--- config.mk ---
export PLATFORM = sky130hd
export DESIGN_NAME = syn_fifo_fwft
export DESIGN_NICKNAME = d
export VERILOG_FILES = /design/src/rtl/syn_fifo_fwft.sv
export SDC_FILE = /design/constraint.sdc
export NUM_CORES = 1
export LEC_CHECK = 0
export ABC_AREA = 0
export ABC_CLOCK_PERIOD_IN_PS = 3750
export CAP_MARGIN = 20
export CORE_UTILIZATION = 60
export CTS_CLUSTER_SIZE = 10
export DETAILED_ROUTE_END_ITERATION = 10
export GPL_ROUTABILITY_DRIVEN = 0
export GPL_TIMING_DRIVEN = 1
export PLACE_DENSITY_LB_ADDON = 0.3
export SYNTH_ARGS = -nofsm -noshare
export SYNTH_HDL_FRONTEND = slang
export SYNTH_SLANG_ARGS = --single-unit
--- constraint.sdc ---
create_clock -name I_clk -period 3.75 [get_ports I_clk]
set_input_delay 0.75 -clock I_clk [delete_from_list [all_inputs] [get_ports I_clk]]
set_output_delay 0.75 -clock I_clk [all_outputs]
set_load 0.01 [all_outputs]
--- src/rtl/syn_fifo_fwft.sv ---
// rtl/syn_fifo_fwft.sv - single-clock FIFO with optional first-word-fall-through read
// Registered flags/count; FWFT mode adds a one-word prefetch stage counted in O_count.
module syn_fifo_fwft #(
  parameter string MEM_STYLE = "block",
  parameter int    ASIZE     = 4,
  parameter int    DSIZE     = 8,
  parameter int    FWFT      = 0,
  parameter int    AFULL_TH  = (1 << ASIZE) - 2,
  parameter int    AEMPTY_TH = 1
) (
  input  logic             I_clk,
  input  logic             I_rst,
  input  logic             I_winc,
  input  logic [DSIZE-1:0] I_wdata,
  output logic             O_wfull,
  output logic             O_afull,
  output logic             O_overflow,
  input  logic             I_rinc,
  output logic [DSIZE-1:0] O_rdata,
  output logic             O_rempty,
  output logic             O_aempty,
  output logic             O_underflow,
  output logic [ASIZE:0]   O_count
);

  localparam int             DEPTH      = 1 << ASIZE;
  localparam logic [ASIZE:0] LP_DEPTH   = (ASIZE+1)'(DEPTH);
  localparam logic [ASIZE:0] LP_AFULL   = (ASIZE+1)'(AFULL_TH);
  localparam logic [ASIZE:0] LP_AEMPTY  = (ASIZE+1)'(AEMPTY_TH);
  localparam logic [ASIZE:0] LP_ONE     = (ASIZE+1)'(1);

  logic [ASIZE:0]   r_wptr;
  logic [ASIZE:0]   r_rptr;
  logic [ASIZE:0]   r_count;
  logic             r_wfull;
  logic             r_afull;
  logic             r_aempty;
  logic             r_rempty;
  logic             r_overflow;
  logic             r_underflow;
  logic [DSIZE-1:0] r_rdata;

  logic             w_wacc;
  logic             w_racc;
  logic [ASIZE:0]   w_count_next;
  logic [DSIZE-1:0] w_ram_rdata;

  assign w_wacc       = I_winc & ~r_wfull;
  assign w_racc       = I_rinc & ~r_rempty;
  assign w_count_next = r_count + (ASIZE+1)'(w_wacc) - (ASIZE+1)'(w_racc);

  generate
    if (MEM_STYLE == "distributed") begin : g_dist_ram
      (* ram_style = "distributed" *) logic [DSIZE-1:0] r_mem [DEPTH];
      always_ff @(posedge I_clk) begin
        if (w_wacc) r_mem[r_wptr[ASIZE-1:0]] <= I_wdata;
      end
      assign w_ram_rdata = r_mem[r_rptr[ASIZE-1:0]];
    end else begin : g_block_ram
      (* ram_style = "block" *) logic [DSIZE-1:0] r_mem [DEPTH];
      always_ff @(posedge I_clk) begin
        if (w_wacc) r_mem[r_wptr[ASIZE-1:0]] <= I_wdata;
      end
      assign w_ram_rdata = r_mem[r_rptr[ASIZE-1:0]];
    end
  endgenerate

  always_ff @(posedge I_clk or posedge I_rst) begin
    if (I_rst) begin
      r_wptr      <= '0;
      r_count     <= '0;
      r_wfull     <= 1'b0;
      r_afull     <= 1'b0;
      r_aempty    <= 1'b1;
      r_overflow  <= 1'b0;
      r_underflow <= 1'b0;
    end else begin
      if (w_wacc) r_wptr <= r_wptr + LP_ONE;
      r_count     <= w_count_next;
      r_wfull     <= (w_count_next == LP_DEPTH);
      r_afull     <= (w_count_next >= LP_AFULL);
      r_aempty    <= (w_count_next <= LP_AEMPTY);
      r_overflow  <= I_winc & r_wfull;
      r_underflow <= I_rinc & r_rempty;
    end
  end

  generate
    if (FWFT != 0) begin : g_fwft
      // Refill the output stage whenever it is free or being popped and RAM holds data.
      logic w_fetch;
      assign w_fetch = (r_wptr != r_rptr) & (r_rempty | w_racc);
      always_ff @(posedge I_clk or posedge I_rst) begin
        if (I_rst) begin
          r_rptr   <= '0;
          r_rdata  <= '0;
          r_rempty <= 1'b1;
        end else if (w_fetch) begin
          r_rdata  <= w_ram_rdata;
          r_rptr   <= r_rptr + LP_ONE;
          r_rempty <= 1'b0;
        end else if (w_racc) begin
          r_rempty <= 1'b1;
        end
      end
    end else begin : g_std
      always_ff @(posedge I_clk or posedge I_rst) begin
        if (I_rst) begin
          r_rptr   <= '0;
          r_rdata  <= '0;
          r_rempty <= 1'b1;
        end else begin
          if (w_racc) begin
            r_rdata <= w_ram_rdata;
            r_rptr  <= r_rptr + LP_ONE;
          end
          r_rempty <= (w_count_next == '0);
        end
      end
    end
  endgenerate

  assign O_wfull     = r_wfull;
  assign O_afull     = r_afull;
  assign O_overflow  = r_overflow;
  assign O_rdata     = r_rdata;
  assign O_rempty    = r_rempty;
  assign O_aempty    = r_aempty;
  assign O_underflow = r_underflow;
  assign O_count     = r_count;

endmodule

# Word-level counts from Yosys, hierarchy flattened
# Memories as Yosys holds them, arrays and structs flattened. A register that Yosys moved wholly into a read port is not among the register bits.
# Index checks and enable logic that the tools add are counted.
# word_totals
out_inout_bits,19
inputBits,12
n_memories,1
elab_cells,26
ff_bits,21
mem_bits_rw,128
# classes
n_bitwise,6
n_lt_le_gt_ge,2
reduce_logical,1
eq_ne,1
n_addsub,4
muxes,2
# memory_table
memory,words,word_bits,read_ports,rd_ports_with_merged_regs,write_ports,line,source
g_block_ram.r_mem,16,8,1,1,1,60,"(* ram_style = ""block"" *) logic [DSIZE-1:0] r_mem [DEPTH];"
# op_table
cell,n
"5-bit by 1-bit adder with 5-bit output, second input constant",2
5-bit by 1-bit adder with 5-bit output,1
"5-bit == test, second input constant",1
"5-bit by 4-bit >= comparator with 1-bit output, second input constant",1
"5-bit by 1-bit less-or-equal comparator with 1-bit output, second input constant",1
5-bit logical NOT,1
5-bit by 1-bit subtractor with 5-bit output,1
1-bit bitwise AND,4
1-bit 2-to-1 mux,2
1-bit NOT,2

# Longest topological paths before layout
# depth
ltp_word,5
depth_mapped,11
mapped_depth_nobuf,10

# Worst setup path before layout
# No wires, ideal clock.
# synth_path
path_type,in2reg
start,in I_winc
end,"reg r_wfull, in the netlist O_wfull"
required_time_ps,3645
arrival_time_ps,2702
n_path_buf,1
setup_time_ps,105
path_stages,11
slack_ps,943
path_cell_list,nor2b_1 buf_2 inv_1 ha_1 inv_1 ha_1 fa_1 a21o_1 a21oi_1 xnor2_1 nor4b_1
# synth_via
elab_chain_len,4
# synth_lines
item,line,source
from (decl),13,"input logic I_winc,"
1-bit bitwise AND,48,assign w_wacc = I_winc & ~r_wfull;
5-bit by 1-bit adder with 5-bit output,50,assign w_count_next = r_count + (ASIZE+1)'(w_wacc) - (ASIZE+1)'(w_racc);
5-bit by 1-bit subtractor with 5-bit output,50,
named net w_count_next[4],45,logic [ASIZE:0] w_count_next;
5-bit == test,80,r_wfull <= (w_count_next == LP_DEPTH);
to (signal assigned),80,
to (decl),35,logic r_wfull;
# The timed path passes the listed nets, and every way through them passes these cells.
# A chain may end at the register's enable or synchronous reset.

# Final worst setup path
# Same ends and word-level chain as after synthesis.

==> results <==
- The clock buffer count from CTS is 17.
- The required time reported for the critical path endpoint is 4180 ps.
- The detail route stage leaves a number of antenna-violating nets equal to 0.
- A synthesized cell averages 16.64 um2.
- The actual slew at the worst max-slew pin is 920.2 ps.
- Setup repair after global routing left no endpoint under its margin.
- The via count of the first global-routing pass was 3384.
- Detailed placement finished with a half-perimeter wire length of 7626 um.
- After synthesis, the most frequently instantiated cells are sky130_fd_sc_hd__edfxtp_1, sky130_fd_sc_hd__mux2i_1, sky130_fd_sc_hd__dfrtp_1.
- The total count of hold-check failures in the final report is 0.
- The root buffer cell chosen for the clock tree is sky130_fd_sc_hd__clkbuf_8.
- The minimum clock period is 2844 ps.
- The most frequently used cell type in the post-synthesis netlist is sky130_fd_sc_hd__edfxtp_1.
- The number of remaining DRC errors is 0.
- Measured in cells, the most critical reg-to-reg path has a length of 10.
- The average via count per standard cell is 6.088.
- In the global route stage, met3 resource usage came out at 0.07581.
- The proportion of synthesized flip-flops having asynchronous set or reset is 0.1742.
- The die is 104.0 um tall.
- Of the synthesized area, sequential elements account for 0.7245.
- For this design the static power due to leakage is 2.659 nW.
- The H-tree level count is 4.
- The worst-case setup slack after placement is 313.0 ps.
- TritonCTS built the clock tree.
- The routed length per instance is 22.28 um.
- The worst-case IR drop observed on VDD is 0.5885 mV.
- STA puts the critical path data arrival time at 3270 ps.
- The commonest register cell after synthesis is sky130_fd_sc_hd__edfxtp_1.
- Yosys printed 0 warnings.
- The met1 routing resource usage after global routing is 0.3338.
- For this configuration, the core starts out at a cell density of 0.6298.
- The setup path with the least slack is of type primary input to flop.
- The category of the worst setup path capture point is a flop.
- The proportion of netlist area held by the largest area contributor is 0.6159.
- Setup slack closes at 906.1 ps.
- The post-synthesis instance total is 375.
- The setup check on the worst reg-to-reg path leaves a slack of 1050 ps.
- The number of setup buffers added after CTS is 0.
- The run finished with clean final reports.
- The initial antenna violation count is 0.
- The region available for standard cell placement spans 9910 um2.
- Entering global routing, the biggest net connects 34 pins.
- The row count is 36.
- Input and output buffers added on the ports amount to 30.
- For this run, the top clock speed supported by timing is 0.3516 GHz.
- The number of max-slew violations in the final report is 0.
- Yosys mapped a number of flops with a built-in enable equal to 128.
- The floorplan step set the die width to 104.0 um.
- For this design, the sink count on the clock tree is 155.
- The largest fanout on the critical path is 5.
- The source of the worst register-to-register timing path is O_rempty.
- The tool flagged a number of max-cap violations equal to 0.
- The number of buffers inserted for hold repair after clock tree synthesis is 0.
- The first global-routing pass estimated 19110 um of wire.
- The later pin in the worst-skew pair is clocked with a latency of 530 ps.
- The number of antenna diodes in the final layout is 0.
- From synthesis to final layout, the design area changed by 16.56%.
- The share of cells above drive strength 1 is 0.1156.
- The power density over cell area is 808.5 nW/um2.
- The total nets after synthesis is 398.
- The count of state elements after synthesis is 155.
- The cell area after synthesis is 6241 um2.
- STA classifies the critical path startpoint as a primary input.
- The overall overflow remaining after global route is 0.
- After routing, the total negative slack on setup checks comes to 0 ps.
- The worst pin sits at a relative slew slack of 0.3865.
- The number of cells upsized or downsized after cts is 0.
- The endpoint of the most critical register-to-register path is O_wfull.
- The total routing resource utilization after global routing is 0.2478.
- The final setup violation count is 0.
- 31 I/O pins were placed.
- The worst clock skew is 6.577 ps.
- The final routed wirelength across all metal layers is 12410 um.
- After the first detailed-routing iteration, the DRC count stood at 326.
- The number of vias in the routed layout is 3391.
- The leading area contributor after synthesis is sky130_fd_sc_hd__edfxtp_1.
- For this run, the detailed router's first-pass iteration total came to 6.
- For this run, global-route usage on met2 was measured as 0.3833.
- The global routing stage identified its most utilized layer as met2.
- The tightest min-delay check is of the primary input to async pin type.
- In this run the deepest clock path goes through 2 buffers.
- The overall die area is 10810 um2.
- The number of distinct standard cells referenced by the synthesized netlist is 39.
- In the post-synthesis netlist, the biggest area contributors are sky130_fd_sc_hd__edfxtp_1, sky130_fd_sc_hd__dfrtp_1, sky130_fd_sc_hd__mux2i_1.
- The final net count is 434.
- Clock-pin slew was measured on the worst setup and hold paths at 60 ps.
- The portion of the clock cycle consumed by the worst path in the final layout is 0.7584.
[cell families (layout without fill, tap and decap cells)]
family	after synthesis	after routing	synth area share
flops	155	155	0.7245
simple gates	67	67	0.05674
mux	61	61	0.1095
compound gates	43	43	0.04972
buf+inv	28	77	0.02225
fa+ha+maj	11	11	0.02326
xor+xnor	10	10	0.01403
[layout by cell type (no fill, tap or decap), types with 3 or more instances in the layout]
| cell type | n |
|---|---|
| sky130_fd_sc_hd__edfxtp_1 | 128 |
| sky130_fd_sc_hd__mux2i_1 | 54 |
| sky130_fd_sc_hd__clkdlybuf4s50_1 | 30 |
| sky130_fd_sc_hd__dfrtp_1 | 23 |
| sky130_fd_sc_hd__and2_1 | 21 |
| sky130_fd_sc_hd__nand2_1 | 21 |
| sky130_fd_sc_hd__a22oi_1 | 21 |
| sky130_fd_sc_hd__clkbuf_16 | 21 |
| sky130_fd_sc_hd__inv_1 | 10 |
| sky130_fd_sc_hd__ha_1 | 10 |
| sky130_fd_sc_hd__xnor2_1 | 9 |
| sky130_fd_sc_hd__a21oi_1 | 8 |
| sky130_fd_sc_hd__nand3_1 | 7 |
| sky130_fd_sc_hd__a32oi_1 | 6 |
| sky130_fd_sc_hd__nor2b_1 | 5 |
| sky130_fd_sc_hd__buf_4 | 4 |
| sky130_fd_sc_hd__mux4_2 | 3 |
| sky130_fd_sc_hd__nor2_1 | 3 |
| sky130_fd_sc_hd__inv_4 | 3 |
[through the flow]
stage / utilization / power [W] / instance area (um2) / cells / hold slack (ps)
floorplan: - / 0.003616 / 6241 / 375 / 451.2
global placement: 0.6699 / 0.004131 / 6639 / 524 / 475.7
detailed placement: 0.6699 / 0.004199 / 6639 / 524 / 490.3
CTS: 0.7313 / 0.005894 / 7247 / 556 / 504.7
global route: 0.7341 / 0.006151 / 7274 / 557 / 492.9
finish: 0.7341 / 0.005881 / 7274 / 557 / 475.5
[how the worst max path moves through the flow]
stage                start      end  slack, ps  cells after the start
detailed placement  I_winc  O_wfull        310                     11
finish              I_winc  O_wfull        910                     11
global placement    I_winc  O_wfull        470                     11
global route        I_winc  O_wfull        700                     11
CTS                 I_winc  O_wfull        910                     11
floorplan           I_winc  O_wfull        940                     11
[sequential cells by signal, indices dropped and copies added (netlist names)]
| register | count |
|---|---|
| O_underflow | 1 |
| O_aempty | 1 |
| r_wptr | 4 |
| O_overflow | 1 |
| g_block_ram.r_mem | 128 |
| O_rdata | 8 |
| O_rempty | 1 |
| O_count | 5 |
| O_wfull | 1 |
| O_afull | 1 |
| r_rptr | 4 |
[per-layer routing]
metal | routed length (um) | share of wire | vias up
li1 | - | - | 1504
met1 | 5079 | 0.41 | 1687
met2 | 5956 | 0.48 | 172
met3 | 1070 | 0.086 | 28
met4 | 302 | 0.024 | 0
met5 | 0 | 0 | -
[power by group]
group	switching (W)	internal [W]	total, W
Clock	0.000670	0.00102	0.00169
Sequential	0.000285	0.00216	0.00245
Combinational	0.000938	0.000807	0.00175
[critical path, stage by stage]
cell and delay, ps:
sky130_fd_sc_hd__clkdlybuf4s50_1 460, sky130_fd_sc_hd__nor2b_1 160, sky130_fd_sc_hd__inv_1 100, sky130_fd_sc_hd__ha_1 280, sky130_fd_sc_hd__inv_1 30, sky130_fd_sc_hd__ha_1 200, sky130_fd_sc_hd__fa_1 410, sky130_fd_sc_hd__a21o_1 180
sky130_fd_sc_hd__a21oi_1 170, sky130_fd_sc_hd__xnor2_1 230, sky130_fd_sc_hd__nor4b_1 300
[final cells by class]
class | count | area, um2
inverter | 10 | 37.54
clock inverter | 9 | 65.06
fill | 611 | 2635
tap | 133 | 166.4
multi-input combinational | 192 | 1580
clock buffer | 23 | 543.0
timing repair buffer | 35 | 357.8
sequential | 155 | 4524
Note: power is estimated with default switching activity, not from simulation.
